`config.mk`:
```
export PLATFORM = sky130hd
export DESIGN_NAME = adc_sample_filter
export DESIGN_NICKNAME = d
export VERILOG_FILES = /design/src/rtl/adc_sample_filter.sv
export SDC_FILE = /design/constraint.sdc
export NUM_CORES = 1
export LEC_CHECK = 0
export ABC_AREA = 1
export CAP_MARGIN = 0
export CORE_MARGIN = 8
export CORE_UTILIZATION = 54
export CTS_BUF_LIST = sky130_fd_sc_hd__clkbuf_8
export CTS_CLUSTER_SIZE = 12
export DETAILED_ROUTE_END_ITERATION = 10
export PLACE_DENSITY = 0.7
export SYNTH_ARGS = -nofsm -noshare
export SYNTH_HDL_FRONTEND = slang
export SYNTH_SLANG_ARGS = --single-unit
```
`constraint.sdc`:
```
create_clock -name ADC_sclk -period 7.2 [get_ports ADC_sclk]
set_input_delay 1.08 -clock ADC_sclk [delete_from_list [all_inputs] [get_ports ADC_sclk]]
set_output_delay 1.08 -clock ADC_sclk [all_outputs]
set_load 0.01 [all_outputs]
```
`src/rtl/adc_sample_filter.sv`:
```
// adc_sample_filter: moving average over 2^LOG2_N ADC samples with hysteresis level flag.
// Optional ADC_PEAK_HOLD_EN adds a clearable peak-hold of raw samples.
module adc_sample_filter #(
  parameter int          LOG2_N    = 3,
  parameter logic [11:0] THRESH_HI = 12'd2458,
  parameter logic [11:0] THRESH_LO = 12'd1638
) (
  input  logic        ADC_sclk,
  input  logic        reset,
  input  logic [11:0] sample,
  input  logic        sample_valid,
  output logic [11:0] avg,
  output logic        avg_valid,
  output logic        level_high,
  output logic        primed
`ifdef ADC_PEAK_HOLD_EN
  ,
  input  logic        peak_clear,
  output logic [11:0] peak
`endif
);
  localparam int N  = 1 << LOG2_N;
  localparam int SW = 12 + LOG2_N;
  typedef enum logic {FILL, RUN} state_t;
  state_t            state_q, state_d;
  logic [LOG2_N-1:0] wr_ptr_q, wr_ptr_d;
  logic [SW-1:0]     sum_q, sum_d;
  logic [11:0]       avg_q, avg_d, oldest;
  logic              avg_valid_q, avg_valid_d, level_q, level_d;
  logic [11:0]       mem_q [N];
  // While filling, the write pointer doubles as the fill count.
  always_comb begin
    oldest      = mem_q[wr_ptr_q];
    sum_d       = sample_valid ? sum_q + {{LOG2_N{1'b0}}, sample}
                  - (state_q == RUN ? {{LOG2_N{1'b0}}, oldest} : '0) : sum_q;
    wr_ptr_d    = sample_valid ? wr_ptr_q + 1'b1 : wr_ptr_q;
    state_d     = (sample_valid && state_q == FILL && wr_ptr_q == LOG2_N'(N - 1)) ? RUN : state_q;
    avg_d       = sample_valid ? sum_d[SW-1:LOG2_N] : avg_q;
    avg_valid_d = sample_valid;
    level_d     = !sample_valid ? level_q :
                  avg_d >= THRESH_HI ? 1'b1 :
                  avg_d <= THRESH_LO ? 1'b0 : level_q;
  end
  always_ff @(posedge ADC_sclk or posedge reset) begin
    if (reset) begin
      state_q     <= FILL;
      wr_ptr_q    <= '0;
      sum_q       <= '0;
      avg_q       <= '0;
      avg_valid_q <= 1'b0;
      level_q     <= 1'b0;
    end else begin
      state_q     <= state_d;
      wr_ptr_q    <= wr_ptr_d;
      sum_q       <= sum_d;
      avg_q       <= avg_d;
      avg_valid_q <= avg_valid_d;
      level_q     <= level_d;
    end
  end
  always_ff @(posedge ADC_sclk) begin
    if (sample_valid) mem_q[wr_ptr_q] <= sample;
  end
  assign avg        = avg_q;
  assign avg_valid  = avg_valid_q;
  assign level_high = level_q;
  assign primed     = state_q == RUN;
`ifdef ADC_PEAK_HOLD_EN
  logic [11:0] peak_q, peak_d;
  always_comb begin
    peak_d = (sample_valid && (peak_clear || sample > peak_q)) ? sample :
             peak_clear ? '0 : peak_q;
  end
  always_ff @(posedge ADC_sclk or posedge reset) begin
    if (reset) peak_q <= '0;
    else       peak_q <= peak_d;
  end
  assign peak = peak_q;
`endif
endmodule
```
# == Word-level counts from Yosys, hierarchy flattened ==
# Memory sizes are Yosys's and may differ from the RTL's.
# Index checks and enable logic that the tools add are counted.
# classes
add_sub_neg,3
n_reduce_logical,4
n_eq_ne,1
bitwise,1
muxes,7
magnitude_cmp,2
# op_table
op,n
12-bit 2-to-1 mux,2
15-bit by 12-bit adder with 15-bit output,1
15-bit 2-to-1 mux,1
15-bit by 12-bit subtractor with 15-bit output,1
12-bit >= comparator (second input constant),1
12-bit by 11-bit <= comparator with 1-bit output (second input constant),1
1-bit 2-to-1 mux,4
3-bit by 1-bit adder with 3-bit output (second input constant),1
3-bit equality test (second input constant),1
1-bit logical AND,2
2-bit AND reduction,1
2-bit nonzero test,1
1-bit NOT,1
# totals
word_cells,26
n_memories,1
ram_bits,96
register_bits,33
out_inout_bits,15
inputBits,15
# memory_table
name,words,width,read_ports,rd_ports_with_merged_regs,wr,line_no,source
mem_q,8,12,1,0,1,30,logic [11:0] mem_q [N];

# == Longest topological paths before layout ==
# An unclocked memory read counts as a cell.
# logic_depth
depth_word,8
ltp_mapped,28
ltp_nobuf,28

# == Worst setup path after synthesis ==
# OpenSTA, ideal clock, no wires.
# synth_timing
path_type,register to register
from,reg wr_ptr_q[0]
to,reg level_q (netlist: level_high)
required_time_ns,7.083
setup_ns,0.117
path_slack_ns,3.981
t_arrival_ns,3.102
synth_period_minus_slack_ns,3.219
path_stages_with_launch,25
path_buffers,2
cell_sequence,dfrtp_1 -> clkbuf_1 -> clkbuf_1 -> nor2_1 -> nor2_1 -> o21ai_0 -> a41oi_1 -> fa_1 -> fa_1 -> inv_1 -> nand2_1 -> nand2_1 -> nand3_1 -> nand3_1 -> nand2_1 -> nand2_1 -> inv_1 -> nand2_1 -> nand3_1 -> nand2_1 -> nand2_1 -> nand2_1 -> nand2_1 -> nand2_1 -> nand2_1
# synth_between
elab_chain_cells,8
elab_cells_between_ends,10
classes_between,add/sub (1); order compare (2); mux (4); reduce/logical (2); memory (1)
# synth_lines
item,line_no,source
start: declaration,26,"logic [LOG2_N-1:0] wr_ptr_q, wr_ptr_d;"
start signal: assignment,54,wr_ptr_q <= wr_ptr_d;
memory 8 x 12 bit (*),--,
12-bit 2-to-1 mux (*),35,"- (state_q == RUN ? {{LOG2_N{1'b0}}, oldest} : '0) : sum_q;"
15-bit by 12-bit subtractor with 15-bit output (*),35,
15-bit 2-to-1 mux (*),34,"sum_d = sample_valid ? sum_q + {{LOG2_N{1'b0}}, sample}"
12-bit 2-to-1 mux (*),38,avg_d = sample_valid ? sum_d[SW-1:LOG2_N] : avg_q;
via avg_d[1],28,"logic [11:0] avg_q, avg_d, oldest;"
12-bit >= comparator / 12-bit by 11-bit <= comparator with 1-bit output (equally long branches),"41, 42",
2-bit nonzero test (no source line),--,
2-bit AND reduction (no source line),--,
end signal: assignment,58,level_q <= level_d;
end: declaration,29,"logic avg_valid_q, avg_valid_d, level_q, level_d;"
# Mark *: on every way through the listed nets, which the timed path passes. The rest lies on a longest branch.
# A chain may end at the register's enable or synchronous reset.

# == Final worst setup path ==
# layout_timing
from,reg wr_ptr_q[2]
to,reg level_q (netlist: level_high)
# The elaborated chain is that of the path after synthesis.

==> metrics.txt <==
worst reg2reg path endpoint=level_high; Primary FF master, synth=edfxtp_1; synthesis-to-finish area growth=13.0%; Diodes inserted=0; Slew @ Worst Pin=0.694 ns; layout cell share with drive strength beyond 1=0.136; #FFs+latches synth=129; RSZ-0062 raised after global routing=false; Max-Cap Viols=0; Final Max Tran Viols=0; status=complete, no violations; GRT overflow=0; Worst R2R Setup Slack=between 3 and 4 ns; Routed WL=roughly 14000 um; DR pass1 iterations=5; CTS Buffer Depth=2; number of antenna violations at the first check in global routing=0; WHS Path Cells=2; most common cell in the netlist=nor2_1; Slew Limit Headroom=0.537; clock period minus worst slack=about 3.9 ns; All-Layer GR Usage=0.183; hpwl dp=between 9000 and 10000 um; routed len/inst=16.5 um; Port Buffers=29; Compound-Gate Fraction of Synth Area=0.0891; die area=15500 um^2; vias in the first global route=about 4500; setup bufs post-CTS=0; Hold Crit Class=flip-flop to flip-flop; vias=between 4000 and 5000; die height=between 100 and 150 um; Ports=30; Root Buffer Master=clkbuf_8; FF/Latch Area=about 3700 um^2; CP endpoint kind=flip-flop; filler cell count=about 940; H-tree lvl count=4; achievable clock frequency=approximately 260 MHz; final worst path period share=0.542; Initial Util=0.555; yosys warns=0; simple-gate area share of the yosys netlist=0.185; Clock Sinks=around 130; mux cell area share after synthesis=0; CTS Hold Bufs=0; main combinational cell family by area after synthesis=simple AND/OR/NAND/NOR gates; WS Path Type=flip-flop to flip-flop; clk slew on worst S/H paths=approximately 0.070 ns; gp weighted congestion=around 0.88; final setup violating endpoints=0; clock latency on the worst-skew pair=roughly 0.45 ns; DRC=0; crit path max fanout=14; Hold Worst Slack=about 0.48 ns; WP data required=~7.5 ns; Die X=125 um; Cell variety after synth=32; syn nets=slightly below 700; core footprint=11500 um^2; Rows=39; post-route ant nets=0; post-synth top area cell=edfxtp_1; Synth Area in Adders=0.0712; Post-synth top cells=nor2_1, edfxtp_1, nand2_1, inv_1, o21ai_0; Worst Clk Skew=approximately 0.015 ns; Hold Path Sink=level_high; launching element type of the critical path=flip-flop; cts bufs inserted=17; Seq/Total Area, Yosys=0.583; WP data arrival=~4.2 ns; cell area after synthesis=approximately 6400 um^2; cells after synthesis=approximately 640; share of the synthesized area in the top cell type=0.453; Fin. Hold Viols=0; final core utilization=0.627; post-CTS sizing=0; number of flops mapped to enable cells by yosys=96; FF-to-FF Start=wr_ptr_q[2]; Reg2Reg Depth=25; hold path start=level_high; TritonCTS clock tree=built; multi-input combinational cell area=between 2000 and 2500 um^2; Via density=roughly 5.4; largest net degree at the start of global routing=52; first-pass GRT wire length=22600 um; nets@finish=approximately 700; top area cells in the synthesized netlist=edfxtp_1, dfrtp_1, nor2_1; post-synthesis xor/xnor area fraction=0.00138; setup TNS=0 ns; Avg Cell Area, Syn=about 10 um^2; detailed router's first-iteration violation count=390; asr flop ratio synth=0.256
==> critical path: stages (launching register included) <==
cell,delay [ns]
dfrtp_1,0.45
nand2_1,0.44
nor2_1,0.23
o21ai_0,0.13
a41oi_1,0.31
ha_1,0.27
inv_1,0.05
ha_1,0.24
inv_1,0.08
fa_1,0.36
inv_1,0.11
nand2_1,0.08
nand2_1,0.15
nand3_1,0.10
nand3_1,0.12
nand2_1,0.10
nand2_1,0.08
inv_1,0.04
nand2_1,0.05
nand3_1,0.08
nand2_1,0.08
nand2_1,0.05
nand2_1,0.05
nand2_1,0.05
nand2_1,0.05
nand2_1,0.04
==> state kept, by name (all words and copies together), names as in the netlist <==
| name | count |
|---|---|
| sum_q | 15 |
| mem_q | 96 |
| level_high | 1 |
| primed | 1 |
| wr_ptr_q | 3 |
| avg_valid | 1 |
| avg | 12 |
==> through the flow <==
step	worst slack, ns	std cells	area [um^2]
floorplan	3.98	636	6360
global placement	3.09	798	6830
detailed placement	3.02	798	6830
CTS	3.32	828	7190
global route	2.91	828	7190
finish	3.30	828	7190
==> layer usage <==
layer,global-route usage,part of all wire,vias to the layer above
li1,-,-,2165
met1,0.233,0.45,2110
met2,0.285,0.47,133
met3,0.0553,0.058,23
met4,0.0765,0.017,0
met5,0,0,-
==> cell families after synthesis <==
kind of cell,count (synthesis)
AOI/OAI and AO/OA,95
xor gates and xnor gates,1
adders and majority gates,29
buffers and inverters,117
DFF,129
and+or+nand+nor,265
==> placed cells by master (no fill, tap or decap), types with 2 or more instances in the layout <==
master / instances
clkinv_1: 2
nand3_1: 16
nor2_4: 2
clkdlybuf4s50_1: 29
a31oi_1: 2
inv_2: 10
inv_1: 87
ha_1: 17
nand2_2: 22
buf_4: 11
edfxtp_1: 96
a21oi_1: 5
o21ai_0: 63
o21ai_1: 2
clkbuf_8: 17
clkinv_4: 2
nand3b_1: 2
fa_1: 12
nand4_1: 5
a41oi_1: 12
a21oi_2: 7
bufinv_16: 2
clkinvlp_4: 3
nand2_1: 89
nor2_2: 3
nand3_2: 9
dfrtp_1: 33
clkinv_2: 3
nor2_1: 115
==> area by class of cell <==
type,count,share of cell area
Clock buffer,17,0.0326
Clock inverter,13,0.0174
Inverter,96,0.0503
Multi-Input combinational cell,390,0.307
Sequential cell,129,0.516
Tap cell,143,0.0249
Timing Repair Buffer,40,0.0519
==> worst max-delay path by stage <==
stage	end	slack (ns)	startpoint
floorplan	level_high	3.98	wr_ptr_q[0]
global placement	level_high	3.09	sample[1]
detailed placement	level_high	3.02	sample[1]
CTS	level_high	3.32	wr_ptr_q[2]
global route	level_high	2.91	wr_ptr_q[2]
finish	level_high	3.30	wr_ptr_q[2]
Power is left out: the tool's default activity adds up to more than one toggle a clock period on the data nets, which glitch-free logic cannot reach.
